## src/rtl/qusoc_io_pkg.sv

```systemverilog
// Shared definitions for the QuSoC board I/O blocks: debouncer FSM states
// and the default debounce interval.
package qusoc_io_pkg;

  typedef enum logic [1:0] {
    IDLE          = 2'd0,
    PRESS_CHECK   = 2'd1,
    HELD          = 2'd2,
    RELEASE_CHECK = 2'd3
  } db_state_t;

  // 1 ms at a 16 MHz system clock.
  localparam int unsigned DEBOUNCE_CYCLES_DEFAULT = 16000;

endpackage

```

## src/rtl/input_synchronizer.sv

```systemverilog
// Two-flop synchronizer for a single asynchronous input; both flops reset to
// RESET_VALUE so the first synchronized samples after reset are predictable.
module input_synchronizer #(
  parameter logic RESET_VALUE = 1'b0
) (
  input  logic Clock,
  input  logic ResetN,
  input  logic d,
  output logic q
);

  logic meta;

  always_ff @(posedge Clock or negedge ResetN) begin
    if (!ResetN) begin
      meta <= RESET_VALUE;
      q    <= RESET_VALUE;
    end else begin
      meta <= d;
      q    <= meta;
    end
  end

endmodule

```

## src/rtl/button_debouncer.sv

```systemverilog
// Push-button debouncer: synchronizes the pin, accepts a level change only
// after DEBOUNCE_CYCLES stable samples, and keeps a press counter and event flag.
module button_debouncer
  import qusoc_io_pkg::*;
#(
  parameter int unsigned DEBOUNCE_CYCLES = DEBOUNCE_CYCLES_DEFAULT,
  parameter int unsigned COUNT_WIDTH     = 16,
  parameter bit          ACTIVE_LOW      = 1'b1
) (
  input  logic                   Clock,
  input  logic                   ResetN,
  input  logic                   Button,
  output logic                   Level,
  output logic                   Pressed,
  output logic                   Released,
  output logic [COUNT_WIDTH-1:0] PressCount,
  output logic                   EventValid,
  input  logic                   EventAck,
  output logic                   Overrun,
  output db_state_t              dbg_state
);

  localparam int unsigned CW = $clog2(DEBOUNCE_CYCLES);
  localparam logic [CW-1:0] CNT_LAST = CW'(DEBOUNCE_CYCLES - 1);

  logic          sync_q;
  logic          raw;
  db_state_t     state, state_next;
  logic [CW-1:0] cnt, cnt_next;
  logic          press_accept;
  logic          release_accept;

  // Reset value matches the released pin so reset never looks like a press.
  input_synchronizer #(
    .RESET_VALUE (ACTIVE_LOW)
  ) u_sync (
    .Clock  (Clock),
    .ResetN (ResetN),
    .d      (Button),
    .q      (sync_q)
  );

  assign raw       = sync_q ^ ACTIVE_LOW;
  assign dbg_state = state;

  always_ff @(posedge Clock or negedge ResetN) begin
    if (!ResetN) begin
      state <= IDLE;
      cnt   <= '0;
    end else begin
      state <= state_next;
      cnt   <= cnt_next;
    end
  end

  always_comb begin
    state_next     = state;
    cnt_next       = cnt;
    press_accept   = 1'b0;
    release_accept = 1'b0;
    case (state)
      IDLE: begin
        if (raw) begin
          state_next = PRESS_CHECK;
          cnt_next   = '0;
        end
      end
      PRESS_CHECK: begin
        if (!raw) begin
          state_next = IDLE;
          cnt_next   = '0;
        end else if (cnt == CNT_LAST) begin
          state_next   = HELD;
          cnt_next     = '0;
          press_accept = 1'b1;
        end else begin
          cnt_next = cnt + 1'b1;
        end
      end
      HELD: begin
        if (!raw) begin
          state_next = RELEASE_CHECK;
          cnt_next   = '0;
        end
      end
      RELEASE_CHECK: begin
        if (raw) begin
          state_next = HELD;
          cnt_next   = '0;
        end else if (cnt == CNT_LAST) begin
          state_next     = IDLE;
          cnt_next       = '0;
          release_accept = 1'b1;
        end else begin
          cnt_next = cnt + 1'b1;
        end
      end
      default: begin
        state_next = IDLE;
        cnt_next   = '0;
      end
    endcase
  end

  // Handshake: EventValid rises with an accepted press and stays high until an
  // edge sees EventAck & EventValid; EventAck alone is ignored. A press that
  // lands on an unacknowledged event (no EventAck that edge) sets sticky
  // Overrun; a press coinciding with EventAck replaces the event cleanly.
  always_ff @(posedge Clock or negedge ResetN) begin
    if (!ResetN) begin
      Level      <= 1'b0;
      Pressed    <= 1'b0;
      Released   <= 1'b0;
      PressCount <= '0;
      EventValid <= 1'b0;
      Overrun    <= 1'b0;
    end else begin
      Pressed  <= press_accept;
      Released <= release_accept;
      if (press_accept) begin
        Level      <= 1'b1;
        PressCount <= PressCount + 1'b1;
        EventValid <= 1'b1;
        if (EventValid && !EventAck) Overrun <= 1'b1;
      end else begin
        if (release_accept) Level <= 1'b0;
        if (EventAck && EventValid) EventValid <= 1'b0;
      end
    end
  end

endmodule

```

## config.mk

```make
export PLATFORM = sky130hd
export DESIGN_NAME = button_debouncer
export DESIGN_NICKNAME = d
export VERILOG_FILES = /design/src/rtl/qusoc_io_pkg.sv /design/src/rtl/input_synchronizer.sv /design/src/rtl/button_debouncer.sv
export SDC_FILE = /design/constraint.sdc
export NUM_CORES = 1
export LEC_CHECK = 0
export CORE_MARGIN = 2
export CORE_UTILIZATION = 36
export DETAILED_ROUTE_END_ITERATION = 10
export PLACE_DENSITY = 0.57
export SKIP_CTS_REPAIR_TIMING = 1
export SKIP_LAST_GASP = 1
export SLEW_MARGIN = 20
export SYNTH_ARGS = -nofsm -noshare
export SYNTH_HDL_FRONTEND = slang
export SYNTH_HIERARCHICAL = 1
export SYNTH_SLANG_ARGS = --single-unit
```

## constraint.sdc

```tcl
create_clock -name Clock -period 5.5 [get_ports Clock]
set_clock_uncertainty 0.1 [all_clocks]
set_input_delay 1.1 -clock Clock [delete_from_list [all_inputs] [get_ports Clock]]
set_output_delay 1.1 -clock Clock [all_outputs]
set_load 0.02 [all_outputs]
```

==> out/results.txt <==
The flow ran to the end, and the final reports show no timing, DRC or antenna violations. The switching power summed over all nets came out at 215 µW. The kind of capture point of the worst setup path was a primary output. The post-route minimum period is 2.62 ns, and the data arrival time of the critical path is 1.42 ns.

For this design, the slowest cell found on the critical path is sky130_fd_sc_hd__clkdlybuf4s50_1. The pin slew with the least headroom to its limit was 0.844 ns; the length in cells of the worst reg-to-reg path was 6. Of the available clock period, the critical path in the final layout requires 47.7%. The share of synthesized registers carrying an async set or reset came out at 100%. Among all flip-flop cells after synthesis, the most frequent one is sky130_fd_sc_hd__dfrtp_1. The standard cell core area came out at 4820 µm².

The final layout contains routed wiring with a total length of 3700 µm. Net switching is 31.5% of the power. In the final routed layout, each cell accounts on average for 13.2 µm.

The sum of buffers and inverters on the critical path came out at 1. The ratio of cells with drive above 1 in the final layout was 8.92%; the number of synthesized register bits was 39. Measured against its own limit, the worst slew margin works out to 43.7%. The startpoint identified for the worst hold timing path is u_sync/meta. The number of I/O port buffers was 26; the number of ports placed on the die boundary was 27.

Summing all placed instances gives a cell area of 2160 µm². The final-report hold violation count came out at 0. Clock tree root driver cell: sky130_fd_sc_hd__clkbuf_8. The run gives 1393 as the via count of the first global-routing pass. The number of remaining DRC errors was 0; the iteration-0 DRC count of the detailed router was 78. For this design the static power due to leakage is 0.991 nW.

The path class of the tightest hold or removal check is reg2reg. For the initial core utilization, the log shows 38.1%. The worst setup path is launched from a flop. Traced cell by cell, the critical path runs through clkdlybuf4s50_1. The first detailed-routing pass ran for 4 iterations. Counting the buffers created by CTS gives 5. Setup slack on the worst reg-to-reg path comes out at 3.12 ns. The sequential element share of the synthesized area is 53.4%, and the post-synth design cell area is 1830 µm². Data on the critical path is required at its endpoint by 4.30 ns.

Counting every instance in the synthesized netlist gives 182. Cell internal power was estimated by the tool at 468 µW. The final-layout setup total negative slack is 0 ns, and the total vias in the final route is 1436. Power spread over the standard cell area amounts to 302 nW/µm². The longest clock path from root to sink contains 2 buffers. The type of the worst setup path was reg2out. On the worst path, the slowest cell contributes a delay of 0.66 ns. Yosys printed 6 warnings.

The critical register-to-register path startpoint was cnt[9]. The floorplan step defined a die boundary enclosing 5680 µm². TritonCTS built the clock tree. Signed area change from the synthesized netlist to the final layout: 23.3%. The global-route wire length before repair came out at 6350 µm. Setup repair after global routing left no endpoint under its margin.

In this design, the largest share of critical-path delay is due to buffers and inverters. Yosys mapped a number of flops with a built-in enable equal to 0. The run gives 0 as the number of antenna violations at the first check in global routing.

The clock network accounts for 30.2% of the total power. Counting distinct cell types in the post-synthesis netlist gives 36. After routing the design area is 2260 µm². The final estimated routing congestion in global placement was 0.804. Half-perimeter wire length of the detailed placement result: 2640 µm. The maximum number of pins on one net before global-route repair is 40. The initialized floorplan defines 25 standard-cell rows. The worst hold path terminates at u_sync/q.

The clock network latency to the later pin of the worst-skew pair was 0.29 ns; the worst-case vdd ir drop was 291 µV. The part of the power in combinational logic is 21.9%, and the final cell utilization of the core is 46.9%. Using the TritonRoute via totals, the vias-per-cell ratio works out to 5.13. In this run the remaining antenna-violating nets after routing total 0.

The number of nets produced by synthesis came out at 188. In this run the number of H-tree levels came out at 2. In this run the mean area of a mapped cell was 10.1 µm². The count of final max-slew check failures is 0. In this run the critical register-to-register path is captured at cnt[11].

The number of nets in the final layout is 218, and the count of endpoints failing setup in the final report is 0. Counting every sink on the clock net gives 39. The tools report the sequential power share as 47.8%.

For the fmax, the log shows 381 MHz. After clock tree synthesis, the clock-pin slew on the worst setup and hold paths is 0.07 ns. The total congestion overflow after global routing was 0; the number of stages on the worst hold path was 0. The die is 75.4 µm tall. The global-route usage over all layers was 15.0%; the number of max-cap violations was 0.

The repair_antennas step left the layout with diodes totalling 0. The largest fanout on the critical path was 8. The horizontal die dimension came out at 75.4 µm.
-- how the worst max path moves through the flow --
stage	startpoint	end	cells after the start
3_5_place_dp	cnt[9]	cnt[11]	6
6_report	flop	dbg_state[1]	1
5_1_grt	flop	dbg_state[1]	1
4_1_cts	flop	dbg_state[1]	1
2_1_floorplan	cnt[9]	cnt[11]	7
3_3_place_gp	flop	dbg_state[1]	1
-- cells in the final DEF, fill, tap and decap left out, types with 7 or more instances in the layout --
master / synthesis / layout
sky130_fd_sc_hd__xor2_1: 7 / 7
sky130_fd_sc_hd__xnor2_1: 9 / 9
sky130_fd_sc_hd__nand3_1: 11 / 11
sky130_fd_sc_hd__dfrtp_1: 37 / 37
sky130_fd_sc_hd__a21oi_1: 9 / 9
sky130_fd_sc_hd__inv_1: 7 / 7
sky130_fd_sc_hd__nand2_1: 21 / 21
sky130_fd_sc_hd__clkbuf_8: 0 / 7
sky130_fd_sc_hd__nor2_1: 16 / 16
sky130_fd_sc_hd__clkdlybuf4s50_1: 0 / 25
-- registers in the layout, indices dropped and copies added (netlist names), named ones only --
| register | count |
|---|---|
| Pressed | 1 |
| cnt | 14 |
| Overrun | 1 |
| u_sync/meta | 1 |
| Level | 1 |
| PressCount | 16 |
| EventValid | 1 |
| dbg_state | 1 |
| u_sync/q | 1 |
| Released | 1 |
-- cell type report --
type                    count  area, µm²
multi-input cells         132        810
inverters                   7       26.3
flip-flops and latches     39        978
fillers                   467       2560
repair buffers             27        263
clock buffers               8        100
well taps                  67       83.8
-- Yosys cell counts (2+ instances only) --
cell	n	share of area, %
sky130_fd_sc_hd__a31oi_1	6	2.0
sky130_fd_sc_hd__dfrtp_1	37	51
sky130_fd_sc_hd__dfstp_2	2	2.9
sky130_fd_sc_hd__inv_1	7	1.4
sky130_fd_sc_hd__nor2_1	16	3.3
sky130_fd_sc_hd__a21o_1	2	0.82
sky130_fd_sc_hd__o21ai_0	6	1.6
sky130_fd_sc_hd__ha_1	2	1.4
sky130_fd_sc_hd__or3_1	2	0.68
sky130_fd_sc_hd__xor2_1	7	3.3
sky130_fd_sc_hd__a21oi_1	9	2.5
sky130_fd_sc_hd__nor3_2	3	1.6
sky130_fd_sc_hd__nor3_1	4	1.1
sky130_fd_sc_hd__a41oi_1	2	0.96
sky130_fd_sc_hd__and3_1	6	2.0
sky130_fd_sc_hd__nand4_1	6	2.0
sky130_fd_sc_hd__a22o_1	2	0.96
sky130_fd_sc_hd__o21ai_1	3	0.82
sky130_fd_sc_hd__o21bai_1	2	0.82
sky130_fd_sc_hd__nand3_1	11	3.0
sky130_fd_sc_hd__xnor2_1	9	4.3
sky130_fd_sc_hd__buf_2	3	0.82
sky130_fd_sc_hd__nand2_1	21	4.3
sky130_fd_sc_hd__or2_2	2	0.68
-- metrics by stage --
step	worst slack, ns	hold slack [ns]	power, mW	cells
floorplan	3.62	0.245	0.429	182
global placement	3.22	0.248	0.478	272
detailed placement	3.16	0.254	0.482	272
CTS	2.87	0.264	0.691	280
global route	2.80	0.270	0.730	280
finish	2.88	0.260	0.684	280
-- power by group through the flow --
stage	Sequential [mW]	Combinational (mW)	Clock [mW]
3_5_place_dp	0.332	0.150	0
2_1_floorplan	0.336	0.0927	0
3_3_place_gp	0.330	0.147	0
4_1_cts	0.326	0.150	0.214
5_1_grt	0.330	0.168	0.232
6_report	0.327	0.150	0.207
-- per-layer routing --
metal  vias to the layer above  share of wire (%)  global-route usage [%]
met1                       692                 47                    18.6
met3                         6                4.1                    5.16
li1                        708                  -                       -
met5                         -                  0                       0
met2                        30                 47                    24.3
met4                         0                1.6                    5.65
-- cells by family after synthesis --
group	count (synthesis)	share of synthesized area, %
buffers and inverters	11	2.46
adder cells (fa/ha/maj)	2	1.36
flip-flops	39	53.4
XOR/XNOR	16	7.65
AO/OA/AOI/OAI	37	12.8
AND/OR/NAND/NOR	77	22.3
No activity file was read; power rests on OpenSTA's default activity.
